==> config.mk <==
export PLATFORM = sky130hd
export DESIGN_NAME = carry_look_ahead_adder
export DESIGN_NICKNAME = d
export VERILOG_FILES = /design/src/rtl/carry_look_ahead_adder.sv
export SDC_FILE = /design/constraint.sdc
export NUM_CORES = 1
export LEC_CHECK = 0
export ABC_AREA = 1
export ABC_CLOCK_PERIOD_IN_PS = 1100
export CORE_UTILIZATION = 25
export CTS_CLUSTER_DIAMETER = 60
export DETAILED_ROUTE_END_ITERATION = 10
export PLACE_DENSITY = 0.46
export SKIP_LAST_GASP = 1
export SLEW_MARGIN = 10
export SYNTH_ARGS = -nofsm -noshare
export SYNTH_HDL_FRONTEND = slang
export SYNTH_HIERARCHICAL = 1
export SYNTH_SLANG_ARGS = --single-unit
==> constraint.sdc <==
create_clock -name clk_i -period 1.1 [get_ports clk_i]
set_input_delay 0.11 -clock clk_i [delete_from_list [all_inputs] [get_ports clk_i]]
set_output_delay 0.11 -clock clk_i [all_outputs]
set_load 0.005 [all_outputs]
==> src/rtl/carry_look_ahead_adder.sv <==
// carry_look_ahead_adder: parameterised hierarchical carry look-ahead adder
// with a registered sum/carry-out (fixed one-cycle latency, one result per
// cycle). Bits are grouped by four; look-ahead units of four are stacked
// in as many levels as the (padded) width needs.

// One 4-wide look-ahead unit: fully expanded carries plus group G/P.
module cla_lookahead_unit (
    input  logic [3:0] g,
    input  logic [3:0] p,
    input  logic       cin,
    output logic [3:0] c,
    output logic       gg,
    output logic       pg
);
    // c[k] is the carry into position k of this group
    assign c[0] = cin;
    assign c[1] = g[0] | (p[0] & cin);
    assign c[2] = g[1] | (p[1] & g[0]) | (p[1] & p[0] & cin);
    assign c[3] = g[2] | (p[2] & g[1]) | (p[2] & p[1] & g[0])
                | (p[2] & p[1] & p[0] & cin);

    assign gg = g[3] | (p[3] & g[2]) | (p[3] & p[2] & g[1])
              | (p[3] & p[2] & p[1] & g[0]);
    assign pg = &p;
endmodule

module carry_look_ahead_adder #(
    parameter int CLA_WIDTH = 16
) (
    input  logic                 clk_i,
    input  logic                 rst_n_i,
    input  logic [CLA_WIDTH-1:0] a_i,
    input  logic [CLA_WIDTH-1:0] b_i,
    input  logic                 carry_i,
    output logic [CLA_WIDTH-1:0] sum_o,
    output logic                 carry_o
);
    // Tree depth: each level folds four nodes into one. The operand is
    // zero-padded up to 4^LEVELS bits; padded bits have g=p=0 so they
    // never disturb the real carries.
    localparam int LEVELS = (CLA_WIDTH <= 4)  ? 1 :
                            (CLA_WIDTH <= 16) ? 2 : 3;
    localparam int PW     = 1 << (2 * LEVELS);

    if ((CLA_WIDTH < 4) || (CLA_WIDTH > 64) || ((CLA_WIDTH % 4) != 0)) begin : g_bad_width
        $error("carry_look_ahead_adder: CLA_WIDTH=%0d must be a multiple of 4 in 4..64", CLA_WIDTH);
    end

    logic [PW-1:0]        a_ext;
    logic [PW-1:0]        b_ext;
    logic [CLA_WIDTH-1:0] sum_d;
    logic                 carry_d;
    logic                 unused_bits;

    assign a_ext = PW'(a_i);
    assign b_ext = PW'(b_i);

    // Level l holds PW/4^l nodes. g/p flow upward (level 0 = bits),
    // carries flow downward (root carry = carry_i).
    genvar l, u;
    for (l = 0; l <= LEVELS; l++) begin : lvl
        localparam int N = PW >> (2 * l);
        logic [N-1:0] g;
        logic [N-1:0] p;
        logic [N-1:0] c;

        if (l == 0) begin : g_leaf
            assign g = a_ext & b_ext;
            assign p = a_ext ^ b_ext;
        end else begin : g_node
            assign g = lvl[l-1].g_units.gg;
            assign p = lvl[l-1].g_units.pg;
        end

        if (l == LEVELS) begin : g_root
            assign c = carry_i;
        end else begin : g_units
            logic [N/4-1:0] gg;
            logic [N/4-1:0] pg;
            for (u = 0; u < N / 4; u++) begin : unit
                cla_lookahead_unit u_la (
                    .g   (g[4*u +: 4]),
                    .p   (p[4*u +: 4]),
                    .cin (lvl[l+1].c[u]),
                    .c   (c[4*u +: 4]),
                    .gg  (gg[u]),
                    .pg  (pg[u])
                );
            end
        end
    end

    assign sum_d = lvl[0].p[CLA_WIDTH-1:0] ^ lvl[0].c[CLA_WIDTH-1:0];

    // Unpadded width: carry-out is the root group's carry. Padded width:
    // the carry into the first pad bit is the carry out of the MSB.
    if (CLA_WIDTH == PW) begin : g_cout_root
        assign carry_d = lvl[LEVELS].g[0] | (lvl[LEVELS].p[0] & carry_i);
    end else begin : g_cout_pad
        assign carry_d = lvl[0].c[CLA_WIDTH];
    end

    // Pad-region carries and root G/P are only needed for some widths.
    assign unused_bits = ^{lvl[0].c, lvl[LEVELS].g, lvl[LEVELS].p};

    // Output register: async clear, otherwise capture every rising edge
    always_ff @(posedge clk_i or negedge rst_n_i) begin
        if (!rst_n_i) begin
            sum_o   <= '0;
            carry_o <= 1'b0;
        end else begin
            sum_o   <= sum_d;
            carry_o <= carry_d;
        end
    end
endmodule

==> results by group <==
Route
  – Via density: 3.987
  – Post-route ant nets: 0
  – TritonRoute pass-1 iters: 4
  – Drt drc: 0
  – Drt wl/cell: 8.971 microns
  – Initial DRC count: 38
  – Post-Route WL: 3400 microns
  – Vias: 1511

Finish
  – Reg area: 425.4 sq um
  – Ant. Diodes: 0
  – Layout Cells excl Fill: approximately 380
  – Post-layout net count: 361
  – FILL cells: 532
  – Layout area overhead: 88.47%
  – Share of cells above drive strength 1: 0.4304
  – Multi-input gate area: 1121 sq um

Placed design
  – IO Port Bufs: 51
  – GP Congestion: 0.7266
  – Dpl cells: 361
  – Detailed Place HPWL: 2625 microns

Synthesis
  – Yosys reg bits: 17
  – Main combinational cell family by area after synthesis: simple AND/OR/NAND/NOR gates
  – Simple-gate share of the synthesized area: 0.3485
  – Synthesized cell area: approximately 1400 sq um
  – Count of different cell masters after synthesis: 9
  – Mux cell area share after synthesis: 0
  – Seq/Total Area, Yosys: 0.3038
  – Complex-gate fraction of the synthesized area: 0.03575
  – Post-Synthesis Cells: between 200 and 250
  – Post-Synth XOR/XNOR Area: 0
  – Post-Syn Nets: 272
  – Syn avg cell area: between 6 and 7 sq um
  – Adder-cell share of the synthesized area: 0.1430
  – Warnings from Yosys: 6

CTS
  – Max clock buf depth: 2
  – CTS tree: done
  – Root Buffer: clkbuf_8
  – Sinks on Clock Net: 17
  – Total CTS buffers: 3
  – Clock Pin Slew Worst Setup and Hold Paths: ~0.07 ns
  – CTS Hold Bufs: 0
  – H-tree levels: 1

Setup path
  – CP Launch Type: primary input
  – Highest cell delay on the worst timing path: 0.29 ns
  – CP endpoint kind: flip-flop
  – Slowest cell on crit path: ha_4
  – Crit Path Category: in -> reg
  – Crit Path Max Fanout: 3
  – Crit path DAT: 1.35 ns
  – Cell mode on critical path: nand2_2
  – Cell breakdown of the critical path: buf_6 -> ha_4 -> nand2_4 -> nor2_4 -> buf_12 -> nand3_2 -> nand3_4 -> nand2_2 -> nand2_2 -> nand2_2 -> nand2_2 -> inv_1 -> nand2_1 -> nand2_1
  – Worst EP required: 1.25 ns

Floorplan
  – Core area: 5238 sq um
  – Chip width: 76.84 microns
  – Die ar.: 5904 sq um
  – FP Rows: 26
  – Starting Density: 0.2673
  – Num ports: 52
  – Die height: 76.84 microns

Pwr
  – Internal power: ~1.6 mW
  – Tot Pwr: 2.403 mW
  – Logic gate share of total power: 0.492
  – Sw Ratio: 0.3232
  – PwrDens: about 910 nW/um^2
  – Switching pwr: ~780 uW
  – Clk pwr share: 0.198
  – Static Leak: 1.500 nW
  – Sequential share of power: 0.310
  – Peak VDD IR: 359.5 uV

STA
  – Period utilization: 1.096
  – RSZ-0062 raised after global routing: true
  – Relative slew slack: 0.8417
  – Final hold viol count: 0
  – Fin. max-slew vios: 0
  – Final setup TNS: -0.4694 ns
  – Final setup fails: 9
  – Fin worst setup slack: -0.1057 ns
  – Hold slack: 0.1934 ns
  – Worst-Margin Slew: 0.2374 ns
  – Max frequency: 0.8294 GHz
  – Tmin final: 1.206 ns

Global routing
  – Pin count of the biggest net entering global routing: 18
  – Antenna violations before repair: 0
  – Tot GR Track Use: 0.1231
  – First-pass GRT wire length: between 5000 and 6000 microns
  – Final global-route overflow total: 0
  – Vias in the first global route: about 1400

Run status
  – Status: finished with violations
  – Failing checks: negative setup slack

Min path
  – Hold crit path type: in -> async

Run
  – Max Cap Viol: 0
power groups by stage:
stage | sequential [mW] | combinational [mW] | clock [mW]
final | 0.746 | 1.18 | 0.475
after floorplan | 0.778 | 0.501 | 0
after global placement | 0.765 | 1.04 | 0
after detailed placement | 0.764 | 1.05 | 0
after CTS | 0.747 | 1.08 | 0.500
after global routing | 0.758 | 1.33 | 0.533
critical path, delay by kind of cell:
family,cells,cell delay [ns]
buf+inv,3,0.25
fa+ha+maj,1,0.29
simple gates,10,0.69
state kept, by name, summed over array words and instances, names as in the netlist:
name / flops
carry_o: 1
sum_o: 16
cell usage in the layout, fill, tap and decap left out, drive strengths merged:
cell           instances
buf                   62
nand3                 10
dlygate4sd2           25
clkdlybuf4s50          1
nand2                105
dfrtp                 17
ha                    16
a21oi                 10
clkbuf                 4
dlymetal6s2s           1
inv                   53
nor2                   5
cell type report:
type / count / area share
Timing Repair Buffer: 89 / 0.2883
Tap cell: 70 / 0.03319
Inverter: 53 / 0.07539
Clock buffer: 4 / 0.01707
Multi-Input combinational cell: 146 / 0.4248
Sequential cell: 17 / 0.1612
cells by family after synthesis:
group / Yosys count
compound gates: 10
fa+ha+maj: 16
buf+inv: 58
flops: 17
simple gates: 120
final timing paths:
check | from | to | slack [ns]
worst min-delay path | rst_n_i | sum_o[13] | 0.19
min in group clk_i | b_i[9] | sum_o[11] | 0.29
worst max-delay path | a_i[5] | sum_o[11] | -0.11
max in group asynchronous | rst_n_i | sum_o[12] | 0.71
cells in the mapped netlist:
| cell | instances | area [sq um] |
|---|---|---|
| buf_4 | 5 | 37.54 |
| dfrtp_1 | 17 | 425.4 |
| nand2_1 | 95 | 356.6 |
| nand2_2 | 10 | 62.56 |
| inv_1 | 53 | 198.9 |
| ha_1 | 16 | 200.2 |
| nand3_1 | 10 | 50.05 |
| nor2_1 | 5 | 18.77 |
| a21oi_1 | 10 | 50.05 |
metal layers:
layer / GRT usage / share of wire / vias up
met2: 0.2134 / 0.50 / 31
met4: 0.04038 / 0.012 / 0
li1: - / - / 821
met5: 0 / 0 / -
met1: 0.1548 / 0.45 / 655
met3: 0.01786 / 0.040 / 4
timing repair:
| action | in CTS | in global routing |
|---|---|---|
| gates resized for setup | 149 | 40 |
| endpoints found under the setup margin | 32 | 13 |
| setup buffers | 9 | 5 |
| pin swaps | 38 | 29 |
metrics by stage:
stage                     utilization  setup slack (ns)  area [sq um]
after detailed placement       0.4422           -0.8240          2316
after CTS                      0.4658           -0.1192          2440
after global routing           0.5038           -0.2240          2639
final                          0.5038           -0.1057          2639
after global placement         0.4422           -0.7960          2316
after floorplan                     -           -0.1969          1575
No activity file was read; power rests on OpenSTA's default activity.
==> variant 1, RTL diff (config.mk and constraints unchanged) <==
Register the output `sum_o` once more, cleared by the reset; this adds one clock of latency there. The other outputs are not delayed to match.
--- a/src/rtl/carry_look_ahead_adder.sv
+++ b/src/rtl/carry_look_ahead_adder.sv
@@ -41,6 +41,8 @@
     localparam int LEVELS = (CLA_WIDTH <= 4)  ? 1 :
                             (CLA_WIDTH <= 16) ? 2 : 3;
     localparam int PW     = 1 << (2 * LEVELS);
+
+    logic [CLA_WIDTH-1:0] sum_s0;
 
     if ((CLA_WIDTH < 4) || (CLA_WIDTH > 64) || ((CLA_WIDTH % 4) != 0)) begin : g_bad_width
         $error("carry_look_ahead_adder: CLA_WIDTH=%0d must be a multiple of 4 in 4..64", CLA_WIDTH);
@@ -106,12 +108,20 @@
     // Output register: async clear, otherwise capture every rising edge
     always_ff @(posedge clk_i or negedge rst_n_i) begin
         if (!rst_n_i) begin
-            sum_o   <= '0;
+            sum_s0  <= '0;
             carry_o <= 1'b0;
         end else begin
-            sum_o   <= sum_d;
+            sum_s0  <= sum_d;
             carry_o <= carry_d;
         end
     end
+    always_ff @(posedge clk_i or negedge rst_n_i) begin
+        if (!rst_n_i) begin
+            sum_o <= '0;
+        end else begin
+            sum_o <= sum_s0;
+        end
+    end
+
 endmodule
 
Behaviour: not the same (a bounded check fails within 4 cycles, from zero or initial values and one cycle with rst_n_i low).
==> variant 1 against the unedited design <==
  * The run still ends with setup timing left
  * Count of clock-buffer cells in the layout grew 3
  * Non-clock buffer count rose by 5
  * Sequential cell count rose by 16
  * Critical path depth is 2 lower
  * Worst setup slack gained 0.045 ns
  * Power is 59% higher
  * Design area increased by 20%
  * Combinational power increased by 4%
  * Synthesized cell count grew 7.2%
  * First-iteration DRC count down 13%
  * Clock power grew 140%
  * Synthesized area increased by 29%
  * Routed wire length increased by 12%
  * Largest cell class unchanged
  * Largest power group is now registers
==> variant 1: results (changes against the unedited design) <==
[grt]
track_usage=0.112  ; was 0.123
grt_first_pass_wirelength_mm=6.60  ; was 5.91 mm
grt_max_degree=21  ; was 18
grt_pass1_vias=1616  ; was 1388

[cells_and_area]
reg_top3=sum_o (16), sum_s0 (16), carry_o (1)  ; was sum_o (16), carry_o (1)
multi_input_area_sq_um=1140  ; was 1120 sq um
drive_gt1_frac=0.449  ; was 0.430
fill_cells=701  ; was 532
fin_nets=384  ; was 361

[power_and_ir_drop]
peakVddDrop_uv=484  ; was 360 uV
fin_total_pwr_mw=3.82  ; was 2.40 mW
sw_frac_of_total=0.266  ; was 0.323
p_leak_nw=1.74  ; was 1.50 nW

[worst_hold_path]
hold_path_class=input pin to register  ; was input pin to async pin

[routing]
detail_route.wl_per_cell_um=8.89  ; was 8.97 um
drt_iter0_drc=33  ; was 38
firstDrtPassIters=2  ; was 4

[placement]
placed_area_sq_um=2760  ; was 2320 sq um
pre_cts_ws_ns=-0.801  ; was -0.824 ns
hpwl_mm=2.93  ; was 2.63 mm

[synth]
synth-seq-area-share=0.459  ; was 0.304
synth_commonest_cells=nand2_1, inv_1, dfrtp_1, ha_1  ; unchanged
syn_area_per_cell_sq_um=7.60  ; was 6.34 sq um

[clocking]
h-tree-depth=2  ; was 1
cts-resized-gates=161  ; was 149
hold_buffers=1  ; was 0
postCtsSetupRepairBufs=6  ; was 9

[timing]
setup_violations=9  ; unchanged
hold_ws_ns=0.200  ; was 0.193 ns
tns_ns=-0.376  ; was -0.469 ns
worst_pin_slew_ns=0.364  ; was 0.237 ns
fin_ws_ns=-0.0607  ; was -0.106 ns

[worst_setup_path]
cpPeakStageDelay_ns=0.26  ; was 0.29 ns
cp.arrival_ns=1.33  ; was 1.35 ns
endpoint=sum_s0[14]  ; was sum_o[11]
crit_path_max_fanout=4  ; was 3
crit_path_start=a_i[9]  ; was a_i[5]

[run_status]
violations=setup timing  ; unchanged
outcome=complete, but fails checks  ; unchanged

==> variant 1: final cells by class <==
class / instances / share of cell area
Clock inverter: 1 / 0.00947
Timing Repair Buffer: 94 / 0.242
Tap cell: 96 / 0.0379
Sequential cell: 33 / 0.260
Clock buffer: 7 / 0.0272
Multi-Input combinational cell: 146 / 0.360
Inverter: 53 / 0.0627
==> variant 1: cell families (layout without fill, tap and decap cells) <==
logic type	Yosys count	in the layout	synth area share
compound gates	10	10	0.0278
flops	33	33	0.459
buf+inv	58	155	0.131
simple gates	120	120	0.271
fa+ha+maj	16	16	0.111
==> variant 1: worst min-delay path: cells and delay by family <==
family,cells,cell delay [ns]
buf+inv,1,0.07
fa+ha+maj,1,0.15
simple gates,2,0.11
==> variant 1: metal layers <==
layer  track usage  part of all wire  vias to the layer above
met4        0.0409             0.012                        0
li1              -                 -                      882
met1         0.131              0.43                      742
met5             0                 0                        -
met3        0.0351             0.049                        4
met2         0.193              0.51                       33
==> variant 2, RTL diff (same flow settings) <==
Without the edit above. Set the parameter `CLA_WIDTH` to 32 (it was 16).
--- a/src/rtl/carry_look_ahead_adder.sv
+++ b/src/rtl/carry_look_ahead_adder.sv
@@ -25,7 +25,7 @@
 endmodule
 
 module carry_look_ahead_adder #(
-    parameter int CLA_WIDTH = 16
+    parameter int CLA_WIDTH = 32
 ) (
     input  logic                 clk_i,
     input  logic                 rst_n_i,
Interface: changed (resized a_i, b_i and sum_o); port bits go from 52 to 100. No check against the original RTL was run, so the function may have changed too.
==> variant 2 against the unedited design <==
  * The run still ends with setup timing left
  * Global-route usage rose by 2.1 points
  * Synthesized area rose by 100%
  * Worst setup slack got worse by 0.42 ns
  * Design area rose by 100%
  * Via count rose by 110%
  * Routed wire length rose by 140%
  * Clock power rose by 96%
  * Sequential cell count rose by 16
  * Critical endpoint is now sum_o[19]
  * Worst hold slack got worse by 0.0063 ns
  * Fmax fell by 26%
  * Power rose by 100%
  * Sequential power rose by 96%
  * Highest routed layer unchanged
==> variant 2: results (changes against the unedited design) <==
[placement]
portBuffers=99  ; was 51
dp_cells=725  ; was 361
hpwl_mm=6.17  ; was 2.63 mm
gp_congestion=0.801  ; was 0.727

[timing]
setup_violations=29  ; was 9
tns_ns=-8.92  ; was -0.469 ns
worst_pin_slew_ns=0.350  ; was 0.237 ns
fin_ws_ns=-0.526  ; was -0.106 ns

[grt]
track_usage=0.144  ; was 0.123
grt_max_degree=22  ; was 18
grt_first_pass_wirelength_mm=13.3  ; was 5.91 mm
grt_pass1_vias=3194  ; was 1388
antenna_found_initial=0  ; unchanged

[worst_hold_path]
holdPathStages=4
hold_path_class=input pin to register  ; was input pin to async pin
holdPathEnd=sum_o[7]
min_from=b_i[7]

[synth]
synth.yosys.warnings=6  ; unchanged
synthCells=445  ; was 221
synth_fp_nets=544  ; was 272

[run_status]
violations=setup timing  ; unchanged
outcome=complete, but fails checks  ; unchanged

[routing]
vias=3126  ; was 1511
routed_wl_mm=8.03  ; was 3.40 mm
firstDrtPassIters=4  ; unchanged
drt_iter0_drc=95  ; was 38

[clocking]
path_clk_slew_ns=0.07  ; about the same
cts_buffers=5  ; was 3
h-tree-depth=2  ; was 1
clock-root-buffer=clkbuf_8  ; unchanged
clockBufferDepth=2  ; unchanged

[worst_setup_path]
cp.arrival_ns=1.80  ; was 1.35 ns
crit_path_max_fanout=4  ; was 3

[cells_and_area]
drive_gt1_frac=0.419  ; was 0.430
fill_cells=1111  ; was 532
antennaDiodeCount=0  ; unchanged
instances_no_fill=773  ; was 379
reg_top3=sum_o (32), carry_o (1)  ; was sum_o (16), carry_o (1)

[power_and_ir_drop]
peakVddDrop_uv=444  ; was 360 uV
p_leak_nw=2.99  ; was 1.50 nW

==> variant 2: timing repair <==
action                                 in CTS  in global routing
endpoints found under the hold margin      12                  0
setup endpoints to repair                  63                 29
pin swaps                                  59                 28
buffers inserted                           37                 13
gates resized for setup                   249                 42
hold buffers                                1                  0
==> variant 2: routing by layer <==
layer  routed length, um  global-route usage
met5                   0                   0
met4                  66              0.0421
met3                 273              0.0217
met2                4200               0.267
met1                3490               0.169
==> variant 2: worst max-delay path by stage <==
| stage | depth (start not counted) | start | end | slack, ns |
|---|---|---|---|---|
| floorplan | 22 | a_i[1] | sum_o[31] | -0.55 |
| global placement | 19 | a_i[13] | sum_o[31] | -1.20 |
| detailed placement | 23 | b_i[5] | sum_o[31] | -1.23 |
| CTS | 15 | b_i[27] | sum_o[31] | -0.44 |
| global route | 19 | b_i[7] | sum_o[31] | -0.63 |
| finish | 19 | a_i[7] | sum_o[19] | -0.53 |
==> variant 2: worst max-delay path, stage by stage <==
cell and delay, ns:
buf_6 0.10, ha_4 0.25, a21oi_2 0.18, nand2_4 0.08, inv_2 0.07, nand2_2 0.05, nand2_1 0.05, nand2_1 0.06
inv_1 0.07, nand2_2 0.07, buf_4 0.14, buf_6 0.10, buf_6 0.11, nand2_2 0.05, nand2_2 0.07, nand2_2 0.07
nand2_2 0.05, nand2_1 0.06, nand2_1 0.05
==> variant 2: metrics by stage <==
step                      area [sq um]  worst slack, ns  hold WS (ns)
after global placement            4730            -1.20        0.0382
final                             5330           -0.526         0.187
after floorplan                   3260           -0.545        -0.186
after detailed placement          4730            -1.23        0.0376
after CTS                         5100           -0.439         0.175
after global routing              5330           -0.632         0.201
==> variant 2: layout make-up <==
cell class / instances / area [sq um] / share of cell area
Multi-Input combinational cell: 293 / 2220 / 0.416
Timing Repair Buffer: 193 / 1630 / 0.306
Sequential cell: 33 / 826 / 0.155
Inverter: 106 / 398 / 0.0747
Tap cell: 140 / 175 / 0.0329
Clock buffer: 8 / 80.1 / 0.0150
==> variant 2: where the power goes <==
group	internal (mW)	total, mW	switching [mW]
sequential	1.41	1.46	0.0472
combinational	1.35	2.48	1.13
clock	0.451	0.929	0.478
total	3.21	4.86	1.66
